===== src/rtl/spi_master.sv =====
// rtl/spi_master.sv - byte-oriented SPI master engine with latched per-byte configuration
module spi_master #(
  parameter int DIV_WIDTH = 8
) (
  input  logic        clk,
  input  logic        reset,
  input  logic [31:0] cfg,
  input  logic [7:0]  tx_data,
  input  logic        tx_valid,
  output logic        tx_ready,
  output logic [7:0]  rx_data,
  output logic        rx_valid,
  output logic        busy,
  output logic        sclk,
  output logic        mosi,
  input  logic        miso,
  output logic        cs_l
);

  typedef enum logic [1:0] {IDLE, LEAD, SHIFT, TRAIL} state_t;

  state_t               state_q, state_d;
  logic [DIV_WIDTH-1:0] cnt_q, cnt_d;
  logic [DIV_WIDTH-1:0] div_q, div_d;
  logic [4:0]           edge_cnt_q, edge_cnt_d;
  logic                 cpha_q, cpha_d;
  logic                 keep_q, keep_d;
  logic                 lsb_q, lsb_d;
  logic [7:0]           tx_sh_q, tx_sh_d;
  logic [7:0]           rx_sh_q, rx_sh_d;
  logic                 sclk_d, mosi_d, cs_l_d, tx_ready_d, rx_valid_d;
  logic [7:0]           rx_data_d;
  logic [7:0]           load_byte;
  logic                 accept, tick, leading, sample;
  logic                 unused_cfg;

  function automatic logic [7:0] rev8(input logic [7:0] b);
    logic [7:0] r;
    for (int i = 0; i < 8; i++) r[i] = b[7-i];
    return r;
  endfunction

  assign accept     = tx_valid & tx_ready;
  assign tick       = (cnt_q == '0);
  assign busy       = (state_q != IDLE) | ~cs_l;
  assign unused_cfg = ^cfg[31:12];

  // Next-state and next-output logic; every registered output is computed here.
  always_comb begin
    state_d    = state_q;
    cnt_d      = cnt_q;
    div_d      = div_q;
    edge_cnt_d = edge_cnt_q;
    cpha_d     = cpha_q;
    keep_d     = keep_q;
    lsb_d      = lsb_q;
    tx_sh_d    = tx_sh_q;
    rx_sh_d    = rx_sh_q;
    sclk_d     = sclk;
    mosi_d     = mosi;
    cs_l_d     = cs_l;
    rx_data_d  = rx_data;
    rx_valid_d = 1'b0;
    load_byte  = cfg[11] ? rev8(tx_data) : tx_data;
    leading    = ~edge_cnt_q[0];
    sample     = leading ^ cpha_q;
    case (state_q)
      IDLE: begin
        sclk_d = cfg[8];
        if (accept) begin
          div_d      = cfg[DIV_WIDTH-1:0];
          cnt_d      = cfg[DIV_WIDTH-1:0];
          cpha_d     = cfg[9];
          keep_d     = cfg[10];
          lsb_d      = cfg[11];
          edge_cnt_d = '0;
          cs_l_d     = 1'b0;
          state_d    = LEAD;
          // CPHA=0 needs the first bit on the wire before the first leading edge.
          if (!cfg[9]) begin
            mosi_d  = load_byte[7];
            tx_sh_d = {load_byte[6:0], 1'b0};
          end else begin
            tx_sh_d = load_byte;
          end
        end else if (!cs_l && !cfg[10]) begin
          cnt_d   = div_q;
          state_d = TRAIL;
        end
      end
      LEAD: begin
        if (tick) begin
          cnt_d   = div_q;
          state_d = SHIFT;
        end else begin
          cnt_d = cnt_q - DIV_WIDTH'(1);
        end
      end
      SHIFT: begin
        if (edge_cnt_q == 5'd16) begin
          rx_valid_d = 1'b1;
          rx_data_d  = lsb_q ? rev8(rx_sh_q) : rx_sh_q;
          if (keep_q) begin
            state_d = IDLE;
          end else begin
            cnt_d   = div_q;
            state_d = TRAIL;
          end
        end else if (tick) begin
          cnt_d      = div_q;
          edge_cnt_d = edge_cnt_q + 5'd1;
          sclk_d     = ~sclk;
          if (sample) begin
            rx_sh_d = {rx_sh_q[6:0], miso};
          end else if (edge_cnt_q != 5'd15) begin
            mosi_d  = tx_sh_q[7];
            tx_sh_d = {tx_sh_q[6:0], 1'b0};
          end
        end else begin
          cnt_d = cnt_q - DIV_WIDTH'(1);
        end
      end
      TRAIL: begin
        if (tick) begin
          cs_l_d  = 1'b1;
          state_d = IDLE;
        end else begin
          cnt_d = cnt_q - DIV_WIDTH'(1);
        end
      end
      default: state_d = IDLE;
    endcase
    tx_ready_d = (state_d == IDLE);
  end

  // State and output registers; reset aborts any transfer and releases chip select at once.
  always_ff @(posedge clk or posedge reset) begin
    if (reset) begin
      state_q    <= IDLE;
      cnt_q      <= '0;
      div_q      <= '0;
      edge_cnt_q <= '0;
      cpha_q     <= 1'b0;
      keep_q     <= 1'b0;
      lsb_q      <= 1'b0;
      tx_sh_q    <= '0;
      rx_sh_q    <= '0;
      sclk       <= 1'b0;
      mosi       <= 1'b0;
      cs_l       <= 1'b1;
      tx_ready   <= 1'b0;
      rx_valid   <= 1'b0;
      rx_data    <= '0;
    end else begin
      state_q    <= state_d;
      cnt_q      <= cnt_d;
      div_q      <= div_d;
      edge_cnt_q <= edge_cnt_d;
      cpha_q     <= cpha_d;
      keep_q     <= keep_d;
      lsb_q      <= lsb_d;
      tx_sh_q    <= tx_sh_d;
      rx_sh_q    <= rx_sh_d;
      sclk       <= sclk_d;
      mosi       <= mosi_d;
      cs_l       <= cs_l_d;
      tx_ready   <= tx_ready_d;
      rx_valid   <= rx_valid_d;
      rx_data    <= rx_data_d;
    end
  end

endmodule


===== config.mk =====
export PLATFORM = sky130hd
export DESIGN_NAME = spi_master
export DESIGN_NICKNAME = d
export VERILOG_FILES = /design/src/rtl/spi_master.sv
export SDC_FILE = /design/constraint.sdc
export NUM_CORES = 1
export LEC_CHECK = 0
export ABC_CLOCK_PERIOD_IN_PS = 2300
export BUFFER_PORTS_ARGS = -buffer_cell sky130_fd_sc_hd__buf_2
export CORE_MARGIN = 5
export CORE_UTILIZATION = 50
export CTS_CLUSTER_DIAMETER = 50
export CTS_CLUSTER_SIZE = 28
export DETAILED_ROUTE_END_ITERATION = 16
export PLACE_DENSITY = 0.76
export RECOVER_POWER = 50
export SETUP_SLACK_MARGIN = 0.02
export SKIP_LAST_GASP = 1
export SLEW_MARGIN = 40
export SYNTH_ARGS = -nofsm -noshare
export SYNTH_HDL_FRONTEND = slang
export SYNTH_SLANG_ARGS = --single-unit

===== constraint.sdc =====
create_clock -name clk -period 2.3 [get_ports clk]
set_clock_uncertainty 0.2 [all_clocks]
set_input_delay 0.115 -clock clk [delete_from_list [all_inputs] [get_ports clk]]
set_output_delay 0.115 -clock clk [all_outputs]
set_load 0.02 [all_outputs]

# Yosys cells after proc, flatten, opt, wreduce, memory -nomap -nowiden
# Index checks and enable logic that the tools add are counted.
[classes]
addsub = 2
n_mul = 0
div_mod_pow = 0
magnitude_cmp = 0
eq_ne = 15
shifts = 0
mux = 42
n_bitwise = 7
n_reduce_logical = 18
[ops]
columns = ["cell", "count"]
rows = [
  ["two-way mux 8 bit", 14],
  ["one-hot mux 8 bit (4 select lines)", 1],
  ["inequality test 2 bit, second input constant", 8],
  ["one-hot mux 8 bit (2 select lines)", 1],
  ["two-way mux 5 bit", 3],
  ["two-way mux 1 bit", 12],
  ["two-way mux 2 bit", 6],
  ["one-hot mux 5 bit (2 select lines)", 1],
  ["AND reduction 3 bit", 3],
  ["zero test 8 bit", 1],
  ["one-hot mux 2 bit (4 select lines)", 1],
  ["AND reduction 4 bit", 2],
  ["subtractor 8 x 1 -> 8 bit, second input constant", 1],
  ["AND reduction 7 bit", 1],
  ["inequality test 3 bit, second input constant", 2],
  ["one-hot mux 1 bit (2 select lines)", 3],
  ["AND reduction 6 bit", 1],
  ["nonzero test 2 bit", 3],
  ["adder 5 x 1 -> 5 bit, second input constant", 1],
  ["== test 5 bit, second input constant", 1],
  ["inequality test 5 x 4 -> 1 bit, second input constant", 1],
  ["== test 2 bit, second input constant", 2],
  ["zero test 2 bit", 2],
  ["inverter 1 bit", 4],
  ["other kinds (7)", 9],
]
[word_totals]
regBits = 55
latchBits = 0
ramBits = 0
mem_bits_ro = 0
in_bits = 44
out_inout_bits = 14
word_cells = 99
mem_count = 0

# Logic depth before layout (Yosys ltp)
# Gate-level depths: netlist of run 1.
[depth]
ltp_word = 6
mapped_depth = 9
mapped_depth_nobuf = 8

# Worst setup path before layout of run 1
# No wires, ideal clock.
[synth_timing]
path_kind = "register to register"
startpoint = "reg cnt_q[0]"
endpoint = "reg mosi"
t_arrival_ps = 2134
required_ps = 1972
slack_ps = -162
stages_incl_launch_ff = 8
path_buffers = 0
period_less_slack_ps = 2462
path_cell_list = "dfrtp_1 > inv_1 > ha_1 > or4b_4 > nor4_4 > o21ai_2 > a21oi_1 > mux2_1"
[synth_between]
elab_chain_cells = 3
[synth_lines]
columns = ["element", "line", "source"]
rows = [
  ["from (decl)", "23", "logic [DIV_WIDTH-1:0] cnt_q, cnt_d;"],
  ["from (signal assigned)", "156", "cnt_q <= cnt_d;"],
  ["zero test 8 bit", "44", "assign tick = (cnt_q == '0);"],
  ["inequality test 2 bit (no line)", "--", ""],
  ["AND reduction 7 bit (no line)", "--", ""],
  ["to (signal assigned)", "165", "mosi <= mosi_d;"],
  ["to (decl)", "15", "output logic mosi,"],
]
# Every way passes these cells.
# A chain may end at the register's enable or synchronous reset.

# Worst setup path in the final report of run 1
[layout_timing]
startpoint = "reg cnt_q[1]"
endpoint = "reg mosi"
# The elaborated chain is that of the path after synthesis.

==> results of run 1 <==
## per-stage QoR
stage,hold WS [ps],instance area [µm²]
finish,31.31,3777
global route,54.00,3777
CTS,29.02,3722
detailed placement,23.63,3458
global placement,23.00,3458
floorplan,20.44,3007
## tightest hold or removal path, stage by stage
cell and delay [ps]:
buf_2 130, nand3b_1 100, a21oi_1 70, nor2_1 90
## power breakdown
part	internal, mW	total (mW)	switching (mW)
Sequential	1.13	1.31	0.184
Combinational	0.556	1.07	0.517
Clock	0.215	0.544	0.329
Total	1.90	2.93	1.03
## logic make-up (layout without fill, tap and decap cells)
family,Yosys count,after routing,synth area share (%)
compound gates,71,71,14.80
xor+xnor,4,4,1.174
fa+ha+maj,5,5,2.096
buf+inv,26,104,3.396
flops,55,55,46.16
mux,38,38,14.51
simple gates,111,111,17.86
## path summary, 6_finish.rpt
kind,end,slack [ps],cells past startpoint
max,mosi,50,7
min,cs_l,30,4
max reg2reg,mosi,50,7
min reg2reg,div_q[5],280,2
max in group asynchronous,tx_sh_q[3],760,4
min in group asynchronous,div_q[3],420,3
## final cells by class
type	count	area, µm²	area share, %
clock inverter	3	18.77	0.4969
sequential	55	1378	36.47
clock buffer	5	68.82	1.822
tap	75	93.84	2.484
timing repair buffer	86	598.1	15.83
inverter	10	37.54	0.9937
multi-input combinational	229	1583	41.90
## flip-flops by register name, summed over array words and instances, names as in the netlist
name	count
lsb_q	1
keep_q	1
edge_cnt_q	5
tx_sh_q	8
tx_ready	1
cnt_q	8
sclk	1
div_q	8
rx_valid	1
state_q	2
rx_data	8
mosi	1
cpha_q	1
rx_sh_q	8
cs_l	1
## routing by layer
layer  wire length (µm)  track usage (%)  vias to the layer above
li1                   -                -                     1253
met1               3046            24.97                     1251
met2               3313            31.23                       52
met3                314            2.460                       10
met4                139            7.950                        0
met5                  0                0                        -
## repair_timing
| item | 4_1_cts | 5_1_grt |
|---|---|---|
| endpoints found under the setup margin | 8 | 26 |
| pin swaps | 1 | 7 |
| hold buffers | 14 | 0 |
| buffers inserted | 3 | 5 |
| hold endpoints to repair | 44 | 0 |
| gates resized for setup | 4 | 11 |
## synthesized netlist by cell type, types with 2 or more instances
cell type / n
dfrtp_1: 54
a221o_1: 3
o21ai_0: 11
mux2_2: 3
a221oi_1: 2
a21oi_1: 26
buf_1: 5
a31oi_1: 4
o21ai_1: 8
nor2b_1: 4
nor4bb_1: 2
nand3_1: 4
inv_1: 9
nand3b_1: 2
mux2i_1: 23
clkbuf_1: 8
a22oi_1: 2
nor3_1: 3
mux4_2: 3
nor2_1: 23
and2_1: 3
ha_1: 5
nand2_1: 56
nand2b_1: 2
or3_1: 2
xnor2_1: 2
buf_2: 3
o22a_1: 4
xor2_1: 2
and3_1: 2
mux2_1: 9
## layout by cell type (no fill, tap or decap), types with 5 or more instances in the layout
cell type,n
buf_2,26
dfrtp_1,54
o21ai_1,8
mux2_1,8
clkbuf_8,5
buf_4,31
nor2_1,23
mux2i_1,23
a21oi_1,23
dlygate4sd3_1,14
o21ai_0,11
inv_1,6
nand2_1,55
clkbuf_1,11
==> impl_metrics.csv, run 1 <==
group,metric,value,unit
synthesis,synthArstFlopShare,100.0,%
floorplan,fp.dieW,87.26,µm
placed_design,gp_congestion,0.8258,
global_route,grt_pass1_wl,11530,µm
routing,firstDrtPassIters,4,
finish,insertedDiodeCount,0,
global_route,antenna_found_initial,0,
synthesis,synthTopCellsByArea,"dfrtp_1, mux2i_1, nand2_1",
critical_path,worstPathCellList,"inv_2 -> ha_4 -> or4b_4 -> nor4_4 -> o21ai_2 -> a21oi_2 -> mux2_4",
sta,finalMaxSlewViolations,0,
placed_design,hpwl,4741,µm
placed_design,dp_slack,-24.13,ps
sta,hold_violations,0,
sta,finalWorstSetupSlack,52.51,ps
sta,fmax,0.4449,GHz
synthesis,dominantRegCellSynth,"dfrtp_1",
routing,dr.first_iter.drc_count,129,
clock_tree,path_clk_slew,100,ps
clock_tree,worst_skew_pair.late_latency,320,ps
synthesis,yosysTopAreaCell,"dfrtp_1",
finish,drive_gt1_share,24.74,%
synthesis,synth.top_cell.area_share,45.28,%
synthesis,synth_cells,310,
sta,period_share,97.72,%
hold_path,hold_class,"primary input to flip-flop",
critical_path,crit_fanout,3,
sta,tightest_slew,1115,ps
global_route,grt_overflow_total,0,
synthesis,synth_seq_area_share,46.16,%
critical_path,r2r_start,"cnt_q[1]",
sta,setup_viol,0,
floorplan,fp.dieArea,0.007613,mm²
synthesis,yosys_warnings,0,
floorplan,die_y,87.26,µm
outcome,status,"finished clean",
pwr,totalPowerFinal,2.932,mW
finish,fin_nets,436,
critical_path,worstPathRequired,2310,ps
synthesis,synth-seq-cells,55,
global_route,grt_max_degree,31,
pwr,ir_drop,0.4465,mV
synthesis,synth_cell_type_count,52,
pwr,p_leak,1.836,nW
finish,num-fill-cells,492,
clock_tree,cts_buffers,5,
clock_tree,cts_sinks,55,
routing,via_count,2566,
finish,final_cells,463,
finish,syn_to_final_growth,26.58,%
critical_path,critPathLaunchType,"flip-flop",
clock_tree,cts_root_buffer,"clkbuf_8",
synthesis,syn_area,0.002984,mm²
sta,relSlewSlack,25.60,%
sta,tns,0,ps
floorplan,num_io_pins,58,
critical_path,critPathMaxStageDelay,500,ps
hold_path,min_from,"tx_valid",
critical_path,path_class,"flip-flop to flip-flop",
floorplan,rows,28,
routing,drc,0,
sta,post-route-min-period,2247,ps
critical_path,arrival,2260,ps
critical_path,crit_family,"simple AND/OR/NAND/NOR gates",
global_route,grt_pass1_vias,2539,
synthesis,syn_nets,359,
floorplan,start_util,51.01,%
clock_tree,cts_tree,"built",
critical_path,crit_path_start,"cnt_q[1]",
synthesis,syn-mean-instance-area,9.626,µm²
critical_path,cp_slowest_cell,"or4b_4",
placed_design,placed_cells_incl_taps,434,
routing,wl,6814,µm
synthesis,synth_edf_count,0,
critical_path,crit_buf_inv,1,
sta,grt_setup_unrepaired,"yes",
run,maxCapViolCount,0,
routing,routedWlPerCell,14.72,µm
routing,viasPerCell,5.542,
finish,final_core_util,64.56,%
clock_tree,clockBufferDepth,2,
floorplan,core,0.005851,mm²
pwr,p_per_area,776.1,mW/mm²
placed_design,io_buffers,37,
critical_path,endpoint_kind,"flip-flop",
clock_tree,htree_levels,2,
routing,ant_nets,0,
global_route,grtUsageTotal,18.92,%
Power figures use the tool's default switching activity.
==> run 2: changes to the inputs <==
- RECOVER_POWER: 50 -> not set
==> impl_metrics.csv, run 2 (synthesis gave the netlist of run 1 again) <==
group,metric,value,unit
critical_path,path_class,"flip-flop to flip-flop",
finish,insertedDiodeCount,0,
critical_path,critPathMaxStageDelay,500,ps
sta,hold_violations,0,
placed_design,gp_congestion,0.8258,
finish,multi_input_area,0.001583,mm²
routing,firstDrtPassIters,4,
critical_path,r2r_end,"mosi",
pwr,ir_drop,0.4459,mV
sta,hold-worst-slack,31.75,ps
clock_tree,worst_skew_pair.late_latency,320,ps
routing,drc,0,
pwr,p_comb_share,36.6,%
run,maxCapViolCount,0,
critical_path,critPathLaunchType,"flip-flop",
sta,fmax,0.4436,GHz
placed_design,placed_cells_incl_taps,434,
routing,routedWlPerCell,14.62,µm
pwr,power.switching,1.031,mW
pwr,power_report.internal_total,1.903,mW
clock_tree,cts_root_buffer,"clkbuf_8",
sta,finalMaxSlewViolations,0,
floorplan,fp.dieW,87.26,µm
global_route,grt_pass1_wl,11530,µm
critical_path,worstPathCellList,"inv_2 -> ha_4 -> or4b_4 -> nor4_4 -> o21ai_2 -> a21oi_2 -> mux2_4",
sta,tightest_slew,616.2,ps
global_route,grt_pass1_vias,2539,
global_route,grt_overflow_total,0,
finish,drive_gt1_share,27.84,%
pwr,seqPwrFrac,44.8,%
hold_path,min_from,"tx_valid",
clock_tree,cts_tree,"built",
pwr,pwr-share-clk,18.6,%
critical_path,crit_path_start,"cnt_q[1]",
sta,finalWorstSetupSlack,45.57,ps
floorplan,core,0.005851,mm²
global_route,grt_max_degree,31,
clock_tree,htree_levels,2,
clock_tree,path_clk_slew,100,ps
critical_path,r2r_setup_slack,50,ps
critical_path,r2r_start,"cnt_q[1]",
floorplan,rows,28,
floorplan,start_util,51.01,%
floorplan,num_io_pins,58,
sta,grt_setup_unrepaired,"yes",
global_route,antenna_found_initial,0,
finish,final_cells,463,
routing,ant_nets,0,
global_route,grtUsageTotal,18.92,%
placed_design,io_buffers,37,
pwr,p_per_area,773.7,mW/mm²
hold_path,min_to,"cs_l",
sta,period_share,98.02,%
sta,setup_viol,0,
sta,tns,0,ps
finish,syn_to_final_growth,27.04,%
clock_tree,cts_sinks,55,
floorplan,fp.dieArea,0.007613,mm²
critical_path,crit_fanout,3,
finish,layout_common_cells,"nand2_1, dfrtp_1, buf_2",
finish,seq_area,0.001378,mm²
critical_path,arrival,2260,ps
floorplan,die_y,87.26,µm
routing,viasPerCell,5.533,
finish,final_core_util,64.80,%
critical_path,endpoint_kind,"flip-flop",
pwr,switching_share,35.13,%
outcome,status,"finished clean",
routing,wl,6770,µm
clock_tree,clockBufferDepth,2,
finish,num-fill-cells,484,
clock_tree,cts_buffers,5,
sta,relSlewSlack,58.86,%
finish,fin_nets,436,
placed_design,hpwl,4741,µm
hold_path,min_path_cells,4,
placed_design,dp_slack,-24.13,ps
critical_path,worstPathRequired,2310,ps
routing,dr.first_iter.drc_count,135,
sta,post-route-min-period,2254,ps
pwr,p_leak,1.880,nW
routing,via_count,2562,
hold_path,hold_class,"primary input to flip-flop",
finish,final_common_cell,"nand2_1",
critical_path,cp_slowest_cell,"or4b_4",
critical_path,reg2reg_depth,7,
[run 2: changes by cell type in the layout (fill, tap and decap cells not counted)]
cell      change
buf_2        +11
clkbuf_1     -11
inv_1         -1
inv_2         +1
[run 2: how the worst max path moves through the flow]
stage | endpoint | cells past startpoint
final | mosi | 7
after global routing | rx_sh_q[4] | 6
after CTS | mosi | 9
after detailed placement | cnt_q[3] | 8
after global placement | cnt_q[3] | 8
after floorplan | mosi | 7
[run 2: layer usage]
metal	global-route usage, %	vias to the layer above	wire length [µm]
li1	-	1253	-
met1	24.97	1248	3016
met2	31.23	51	3304
met3	2.460	10	316
met4	7.950	0	132
met5	0	-	0
[run 2: power groups by stage]
stage                     Sequential, mW  Combinational (mW)  Clock, mW
after floorplan                     1.30               0.649          0
after global placement              1.31               0.934          0
after detailed placement            1.32               0.980          0
after CTS                           1.30                1.01      0.561
after global routing                1.34                1.19      0.596
final                               1.31                1.07      0.545
[run 2: cell type report]
type                            count  share of cell area (%)
Sequential cell                    55                   36.34
Timing Repair Buffer               86                   16.14
Clock buffer                        5                   1.815
Multi-Input combinational cell    229                   41.75
Clock inverter                      3                  0.4950
Tap cell                           75                   2.475
Inverter                           10                  0.9901
[run 2: timing repair]
item / in CTS / in global routing
endpoints found under the hold margin: 44 / 0
setup endpoints to repair: 8 / 26
setup buffers: 3 / 5
pin swaps: 1 / 7
resized for setup: 4 / 11
hold buffers: 14 / 0
[run 2: critical path, delay by kind of cell, from the launching register on]
| family | cells | cell delay [ps] |
|---|---|---|
| AND/OR/NAND/NOR | 2 | 740 |
| adder cells (fa/ha/maj) | 1 | 130 |
| multiplexers | 1 | 310 |
| flip-flops | 1 | 400 |
| buffers and inverters | 1 | 90 |
| AO/OA/AOI/OAI | 2 | 270 |
[run 2: per-stage QoR]
stage	power [mW]	cell area, µm²
6_report	2.933	3791
5_1_grt	3.127	3791
4_1_cts	2.873	3722
3_5_place_dp	2.299	3458
3_3_place_gp	2.247	3458
2_1_floorplan	1.947	3007
